[src/rtl/plat_type_sched.sv]
// Respawn scheduler: picks the next platform slot round-robin, at most once per frame,
// and assigns it a platform type whose mix shifts away from Green as more platforms respawn.
module plat_type_sched #(
    parameter int          NUM_PLAT   = 4,
    parameter logic [15:0] LFSR_SEED  = 16'hACE1,
    parameter int          LEVEL_STEP = 16
) (
    input  logic                Clk,
    input  logic                Reset,
    input  logic                frame_tick,
    input  logic [NUM_PLAT-1:0] respawn_req,
    output logic [NUM_PLAT-1:0] grant,
    output logic                type_valid,
    output logic [2:0]          type_trigger,
    output logic [1:0]          level,
    output logic [1:0]          state_dbg
);

    localparam int IW = $clog2(NUM_PLAT);

    localparam logic [2:0] T_GREEN  = 3'b000;
    localparam logic [2:0] T_BROWN  = 3'b001;
    localparam logic [2:0] T_BLUE   = 3'b010;
    localparam logic [2:0] T_YELLOW = 3'b011;

    // Handshake: respawn_req is a level held by the slot; grant is a one-cycle strobe
    // and type_trigger carries the new type in that same cycle (type_valid=1).
    typedef enum logic [1:0] {
        IDLE  = 2'd0,
        PICK  = 2'd1,
        ISSUE = 2'd2
    } state_t;

    state_t        state_q, state_d;
    logic [15:0]   lfsr_q, lfsr_d;
    logic [IW-1:0] ptr_q, ptr_d;
    logic [IW-1:0] sel_q, sel_d;
    logic [2:0]    prev_type_q, prev_type_d;
    logic [2:0]    pick_type_q, pick_type_d;
    logic [7:0]    cnt_q, cnt_d;
    logic [1:0]    level_q, level_d;

    logic [IW-1:0] search_idx;
    logic          search_hit;
    logic [2:0]    raw_type;
    logic [2:0]    mapped_type;

    function automatic logic [IW-1:0] next_slot(input logic [IW-1:0] base, input int step);
        int s;
        s = (int'(base) + step) % NUM_PLAT;
        return IW'(s);
    endfunction

    function automatic logic [2:0] map_type(input logic [1:0] lvl, input logic [3:0] r);
        logic [2:0] t;
        t = T_GREEN;
        case (lvl)
            2'd0: t = T_GREEN;
            2'd1: t = (r >= 4'd12) ? T_BROWN : T_GREEN;
            2'd2: begin
                if (r < 4'd8)       t = T_GREEN;
                else if (r < 4'd12) t = T_BROWN;
                else if (r < 4'd14) t = T_BLUE;
                else                t = T_YELLOW;
            end
            default: begin
                if (r < 4'd4)       t = T_GREEN;
                else if (r < 4'd9)  t = T_BROWN;
                else if (r < 4'd13) t = T_BLUE;
                else                t = T_YELLOW;
            end
        endcase
        return t;
    endfunction

    // Circular search starting just past the last granted slot.
    always_comb begin
        search_idx = ptr_q;
        search_hit = 1'b0;
        for (int i = 1; i <= NUM_PLAT; i++) begin
            if (!search_hit && respawn_req[next_slot(ptr_q, i)]) begin
                search_hit = 1'b1;
                search_idx = next_slot(ptr_q, i);
            end
        end
    end

    // Two Browns in a row can leave the player without a landable platform.
    always_comb begin
        raw_type    = map_type(level_q, lfsr_q[3:0]);
        mapped_type = (raw_type == T_BROWN && prev_type_q == T_BROWN) ? T_GREEN : raw_type;
    end

    always_comb begin
        state_d     = state_q;
        ptr_d       = ptr_q;
        sel_d       = sel_q;
        prev_type_d = prev_type_q;
        pick_type_d = pick_type_q;
        cnt_d       = cnt_q;
        level_d     = level_q;
        lfsr_d      = {1'b0, lfsr_q[15:1]} ^ (lfsr_q[0] ? 16'hB400 : 16'h0000);

        case (state_q)
            IDLE: begin
                if (frame_tick && (|respawn_req)) state_d = PICK;
            end
            PICK: begin
                if (search_hit) begin
                    sel_d       = search_idx;
                    pick_type_d = mapped_type;
                    state_d     = ISSUE;
                end else begin
                    state_d = IDLE;
                end
            end
            ISSUE: begin
                ptr_d       = sel_q;
                prev_type_d = pick_type_q;
                state_d     = IDLE;
                if (cnt_q == 8'(LEVEL_STEP - 1)) begin
                    cnt_d = 8'd0;
                    if (level_q != 2'd3) level_d = level_q + 2'd1;
                end else begin
                    cnt_d = cnt_q + 8'd1;
                end
            end
            default: state_d = IDLE;
        endcase
    end

    always_ff @(posedge Clk) begin
        if (Reset) begin
            state_q     <= IDLE;
            lfsr_q      <= LFSR_SEED;
            ptr_q       <= IW'(NUM_PLAT - 1);
            sel_q       <= '0;
            prev_type_q <= T_GREEN;
            pick_type_q <= T_GREEN;
            cnt_q       <= 8'd0;
            level_q     <= 2'd0;
        end else begin
            state_q     <= state_d;
            lfsr_q      <= lfsr_d;
            ptr_q       <= ptr_d;
            sel_q       <= sel_d;
            prev_type_q <= prev_type_d;
            pick_type_q <= pick_type_d;
            cnt_q       <= cnt_d;
            level_q     <= level_d;
        end
    end

    // Outputs are masked while Reset is high so an ISSUE cut short by reset emits nothing.
    always_comb begin
        grant        = '0;
        type_valid   = 1'b0;
        type_trigger = prev_type_q;
        level        = level_q;
        if (Reset) begin
            type_trigger = T_GREEN;
            level        = 2'd0;
        end else if (state_q == ISSUE) begin
            grant[sel_q] = 1'b1;
            type_valid   = 1'b1;
            type_trigger = pick_type_q;
        end
    end

    assign state_dbg = state_q;

endmodule

[config.mk]
export PLATFORM = sky130hd
export DESIGN_NAME = plat_type_sched
export DESIGN_NICKNAME = d
export VERILOG_FILES = /design/src/rtl/plat_type_sched.sv
export SDC_FILE = /design/constraint.sdc
export NUM_CORES = 1
export LEC_CHECK = 0
export BUFFER_PORTS_ARGS = -buffer_cell sky130_fd_sc_hd__buf_2
export CAP_MARGIN = 25
export CELL_PAD_IN_SITES_DETAIL_PLACEMENT = 0
export CELL_PAD_IN_SITES_GLOBAL_PLACEMENT = 1
export CORE_ASPECT_RATIO = 0.5
export CORE_MARGIN = 1.5
export CORE_UTILIZATION = 43
export DETAILED_ROUTE_END_ITERATION = 6
export GPL_TIMING_DRIVEN = 0
export PLACE_DENSITY = 0.84
export SLEW_MARGIN = 20
export SYNTH_ARGS = -nofsm -noshare
export SYNTH_HDL_FRONTEND = slang
export SYNTH_SLANG_ARGS = --single-unit
[constraint.sdc]
create_clock -name Clk -period 1.8 [get_ports Clk]
set_input_delay 0.27 -clock Clk [delete_from_list [all_inputs] [get_ports Clk]]
set_output_delay 0.27 -clock Clk [all_outputs]
set_load 0.05 [all_outputs]
==> metrics.csv, run 1 <==
metric;value;unit
finClkSkew;4.32;ps
internal_power;1.25;mW
period_share;96.0;%
synth.top_cell.area_share;47.8;%
finalNetCount;199;
wirelength;2.98;mm
crit_path_max_fanout;9;
root_buffer;clkbuf_8;
reg2reg_to;pick_type_q[0];
postSynthAreaPerCell;9.45;um^2
crit_end;grant[3];
grt_max_degree;12;
slew_headroom;61.1;%
clk_pin_slew;70;ps
fmax;0.579;GHz
reg2reg_depth;6;
portBuffers;17;
power_leakage;0.764;nW
seqPwrFrac;53.6;%
yosysMostFrequentCell;dfxtp_1;
cts_made_buffers;5;
cp.depth;5;
setup_violations;0;
vias;1133;
cp_slowest_stage_delay;370;ps
cts_tree;built;
drt_iter0_drc;42;
cp-end-kind;output pin;
netlist_area;1550;um^2
worstPathRequired;1530;ps
synth_ff_type;dfxtp_1;
rows;15;
io_pins;19;
power.share.switching;23.4;%
cts_num_sinks;37;
clk_path_buf_depth;2;
worstHoldPathType;in -> reg;
routedWlPerCell;12.4;um
path_class;reg -> out;
die_area;3990;um^2
gp_congestion;0.706;
path_delay_family;simple AND/OR/NAND/NOR gates;
irDropWorstVdd;443;uV
grtUsageTotal;16.7;%
tightestPinTransition;584;ps
startpoint_type;register;
grt-ovfl-total;0;
cp.arrival;1460;ps
maxCapViolations;0;
synth_edf_count;0;
grt_pass1_vias;1015;
clk_latency;290;ps
die_x;87.9;um
netlist_top_cells_count;dfxtp_1 (37), nand2_1 (21), nor2_1 (16), nor2b_1 (9), xor2_1 (7);
yosys_register_bits;37;
cp_cell_sequence;nand2b_1 > buf_6 > nor2_4 > and3_2 > buf_4;
netlist_top_cells_area;dfxtp_1 (48%), nand2_1 (5.1%), xor2_1 (4.0%);
yosys_warnings;0;
vias_per_cell;4.72;
postSynthCellCount;164;
pwr-share-clk;38.8;%
nFillCells;320;
seq_area;748;um^2
grt_pass1_wl;4.72;mm
antenna_left;0;
antenna_found_initial;0;
cp_slowest_cell;dfxtp_4;
power.density;860;nW/um^2
synthArstFlopShare;0;%
crit_start;state_dbg[0];
pre_cts_ws;38.3;ps
multi_input_area;795;um^2
worst-path-buf-inv;2;
die_y;45.4;um
setup_slack;72.7;ps
synth_top_cell_by_area;dfxtp_1;
seq_area_frac_synth;47.8;%
min_period;1730;ps
drc;0;
synthToLayoutAreaGrowth;22.3;%
finalInstanceArea;1890;um^2
start_util;45.1;%
power.switching;382;uW
drive_gt1_share;28.0;%
core_area;3430;um^2
drv_slew;0;
rrSetupSlack;260;ps
finalHoldViolCount;0;
status;finished clean;
reg2reg_from;level_q[0];
dr.pass1.iters;4;
diodes;0;
ys_types;38;
cts_setup_buffers;0;
dpl_cell_area;1760;um^2
fin_util;55.2;%
syn_nets;175;
ctsHtreeMaxLevel;2;
dp.final_hpwl;2.05;mm
p_comb_share;7.6;%
repair_timing:
item | in CTS | in global routing
hold buffers | 0 | 0
gates resized for setup | 5 | 8
setup endpoints to repair | 4 | 5
logic make-up (layout without fill, tap and decap cells):
kind of cell	after synthesis	count (layout)	synth area share [%]
AOI/OAI and AO/OA	18	18	8.32
xor gates and xnor gates	12	12	6.79
adders and majority gates	4	4	3.23
buffers and inverters	14	39	4.52
DFF	37	37	47.8
and+or+nand+nor	79	79	29.3
power by group through the flow:
stage	Clock (mW)	Combinational (mW)	Sequential, mW
global route	0.685	0.137	0.877
finish	0.632	0.123	0.874
global placement	0	0.120	0.890
detailed placement	0	0.121	0.892
floorplan	0	0.0832	0.894
CTS	0.653	0.123	0.873
cell type report:
class                      count  share of cell area, %
timing repair buffer          17                   5.61
buffer                         8                   3.04
sequential                    37                   39.5
clock buffer                   7                   5.09
multi-input combinational    113                   41.9
inverter                       6                   1.19
tap                           51                   3.37
clock inverter                 1                  0.264
per-stage QoR:
stage,setup TNS (ps),power (mW),instances,hold slack (ps)
4_1_cts,0,1.65,240,203
3_5_place_dp,0,1.01,232,397
5_1_grt,-1.27,1.70,240,208
3_3_place_gp,-0.594,1.01,232,392
6_report,0,1.63,240,209
2_1_floorplan,0,0.978,164,389
worst reg2reg max path, stage by stage, from the launching register on:
cell and delay (ps):
dfxtp_1 360, inv_1 90, ha_1 220, o21ai_0 150, a21boi_0 150, nor4b_1 360
o41ai_2 90
metal layers:
metal  part of all wire, %  track usage [%]  up-vias
met4                   1.6             8.57        0
li1                      -                -      597
met1                    53             22.1      516
met3                   3.9             5.98        7
met2                    41             24.1       13
met5                     0                0        -
layout by cell type, fill, tap and decap left out, types with 3 or more instances in the layout:
cell type,synthesis,routed
or2_2,6,6
nand3_1,4,4
buf_2,2,13
nor2b_1,9,9
a21oi_1,5,3
nand4_1,3,3
xor2_1,7,7
nand2_1,21,20
dfxtp_1,37,35
inv_1,6,6
clkbuf_1,4,3
xnor2_1,5,5
nand2b_1,3,3
nor2_1,16,14
o21ai_0,3,3
clkbuf_8,0,7
ha_1,4,4
buf_6,2,4
state kept, by name, summed over array words and instances (netlist names):
name         count
cnt_q            8
level_q          2
sel_q            2
state_dbg        2
ptr_q            2
prev_type_q      3
lfsr_q          16
pick_type_q      2
how the worst min path moves through the flow:
stage	start	endpoint	slack, ps	cells after the start
6_report	frame_tick	state_dbg[0]	210	3
5_1_grt	frame_tick	state_dbg[0]	210	3
4_1_cts	frame_tick	state_dbg[0]	200	3
3_5_place_dp	lfsr_q[12]	lfsr_q[11]	400	1
3_3_place_gp	lfsr_q[12]	lfsr_q[11]	390	1
2_1_floorplan	lfsr_q[12]	lfsr_q[11]	390	1
No activity file was read; power rests on OpenSTA's default activity.
==> inputs of run 2 (changes only) <==
==> constraint.sdc (replaced) <==
create_clock -name Clk -period 2.02 [get_ports Clk]
set_input_delay 0 -clock Clk [delete_from_list [all_inputs] [get_ports Clk]]
set_output_delay 0 -clock Clk [all_outputs]
set_load 0.05 [all_outputs]
==> run 2 against run 1 <==
Net effect:
- hold slack worse by 130 ps
- final cell count rose by 0.42%
- clock skew about the same
- via count rose by 2.1%
- sequential power is 11% lower
- utilization decreased by 1.7 points
- final area is 3.2% lower
- global-route usage decreased by 0.54 points
- critical path type is now reg -> reg
- non-clock buffer count grew 1
- largest cell class unchanged
- flip-flop and latch count is the same
- wire length down 2.5%
==> metrics.csv, run 2 (synthesis gave the netlist of run 1 again) <==
metric;value;unit
setup_tns;0;ps
grt_max_degree;12;
vias_per_cell;4.80;
top_regs;lfsr_q (16), cnt_q (8), prev_type_q (3);
drive_gt1_share;25.3;%
clk_path_buf_depth;2;
gp_congestion;0.778;
tightestPinTransition;571;ps
die_area;3990;um^2
diodes;0;
worst-path-buf-inv;1;
setup_violations;0;
dp.final_hpwl;2.11;mm
die_x;87.9;um
finalHoldViolCount;0;
cp.arrival;1780;ps
root_buffer;clkbuf_8;
grt_pass1_vias;984;
cts_num_sinks;37;
clk_pin_slew;70;ps
startpoint_type;register;
largest_reg_flops;16;
ctsHtreeMaxLevel;2;
cp_slowest_stage_delay;430;ps
antenna_found_initial;0;
rows;15;
finalNetCount;200;
cts_tree;built;
die_y;45.4;um
clk_latency;280;ps
min_period;1620;ps
drc;0;
synthToLayoutAreaGrowth;18.4;%
drv_slew;0;
path_class;reg -> reg;
power.density;785;nW/um^2
start_util;45.1;%
crit_path_max_fanout;3;
grt-ovfl-total;0;
worstHoldPathType;in -> reg;
wirelength;2.91;mm
most-common-layout-cells;dfxtp_1 (37), nand2_1 (21), buf_2 (19);
path_delay_family;simple AND/OR/NAND/NOR gates;
period_share;80.1;%
finClkSkew;4.13;ps
core_area;3430;um^2
nFillCells;345;
portBuffers;17;
slew_headroom;61.9;%
fmax;0.618;GHz
totalPowerFinal;1.44;mW
io_pins;19;
worstPathRequired;2180;ps
vias;1157;
irDropWorstVdd;330;uV
drt_iter0_drc;32;
rsz0062_at_grt;false;
power_leakage;0.758;nW
routedWlPerCell;12.1;um
dr.pass1.iters;4;
cts_setup_buffers;0;
top_register;lfsr_q;
status;finished clean;
fin_util;53.4;%
cp_slowest_cell;nor4b_1;
antenna_left;0;
cts_made_buffers;5;
grt_pass1_wl;4.55;mm
cp_cell_sequence;inv_1 > ha_1 > o21ai_0 > a21boi_0 > nor4b_1 > o41ai_2;
cp-end-kind;register;
mostFrequentLayoutCell;dfxtp_1;
grtUsageTotal;16.1;%
maxCapViolations;0;
[run 2: cell types whose count changed in the layout (fill, tap and decap cells not counted), sizes merged]
cell         previous run  this run
clkbuf                 12        11
dlygate4sd3             0         1
buf                    20        21
[run 2: worst paths after layout]
kind / from / endpoint / slack [ps] / cells past startpoint
worst max-delay path: level_q[0] / pick_type_q[0] / 400 / 6
worst min-delay path: respawn_req[0] / sel_q[0] / 80 / 4
worst max register to register: level_q[0] / pick_type_q[0] / 400 / 6
worst min register to register: lfsr_q[12] / lfsr_q[11] / 410 / 1
[run 2: what timing repair did]
| item | 4_1_cts | 5_1_grt |
|---|---|---|
| hold buffers | 1 | 0 |
| endpoints found under the hold margin | 1 | 0 |
| gates resized for setup | 0 | 0 |
[run 2: cell type report]
class	count	area, um^2	area share (%)
timing repair buffer	18	95.1	5.18
multi-input combinational	113	763	41.6
clock inverter	1	5.00	0.273
sequential	37	741	40.4
inverter	6	22.5	1.23
buffer	8	47.5	2.59
clock buffer	7	96.3	5.25
tap	51	63.8	3.48
[run 2: worst reg2reg max path, stage by stage, from the launching register on]
cell      delay [ps]
dfxtp_1          370
inv_1             90
ha_1             210
o21ai_0          150
a21boi_0         150
nor4b_1          430
o41ai_2          100
[run 2: per-layer routing]
metal	part of all wire, %	GRT usage (%)	vias up
li1	-	-	600
met1	53	21.6	523
met2	39	22.4	29
met3	5.8	5.80	5
met4	1.8	9.52	0
met5	0	0	-
[run 2: through the flow]
step                      setup WS (ps)  area (um^2)  hold WS (ps)  cells
after CTS                           359         1830          75.5    241
after global routing                268         1830          99.2    241
after detailed placement            379         1720           247    232
after floorplan                    42.4         1570           134    164
final                               401         1830          75.7    241
after global placement              482         1720           249    232
[run 2: power by group]
group | switching [mW] | total (mW) | internal (mW)
clock network | 0.248 | 0.556 | 0.308
logic | 0.0620 | 0.106 | 0.0444
registers | 0.0182 | 0.777 | 0.758
total | 0.329 | 1.44 | 1.11
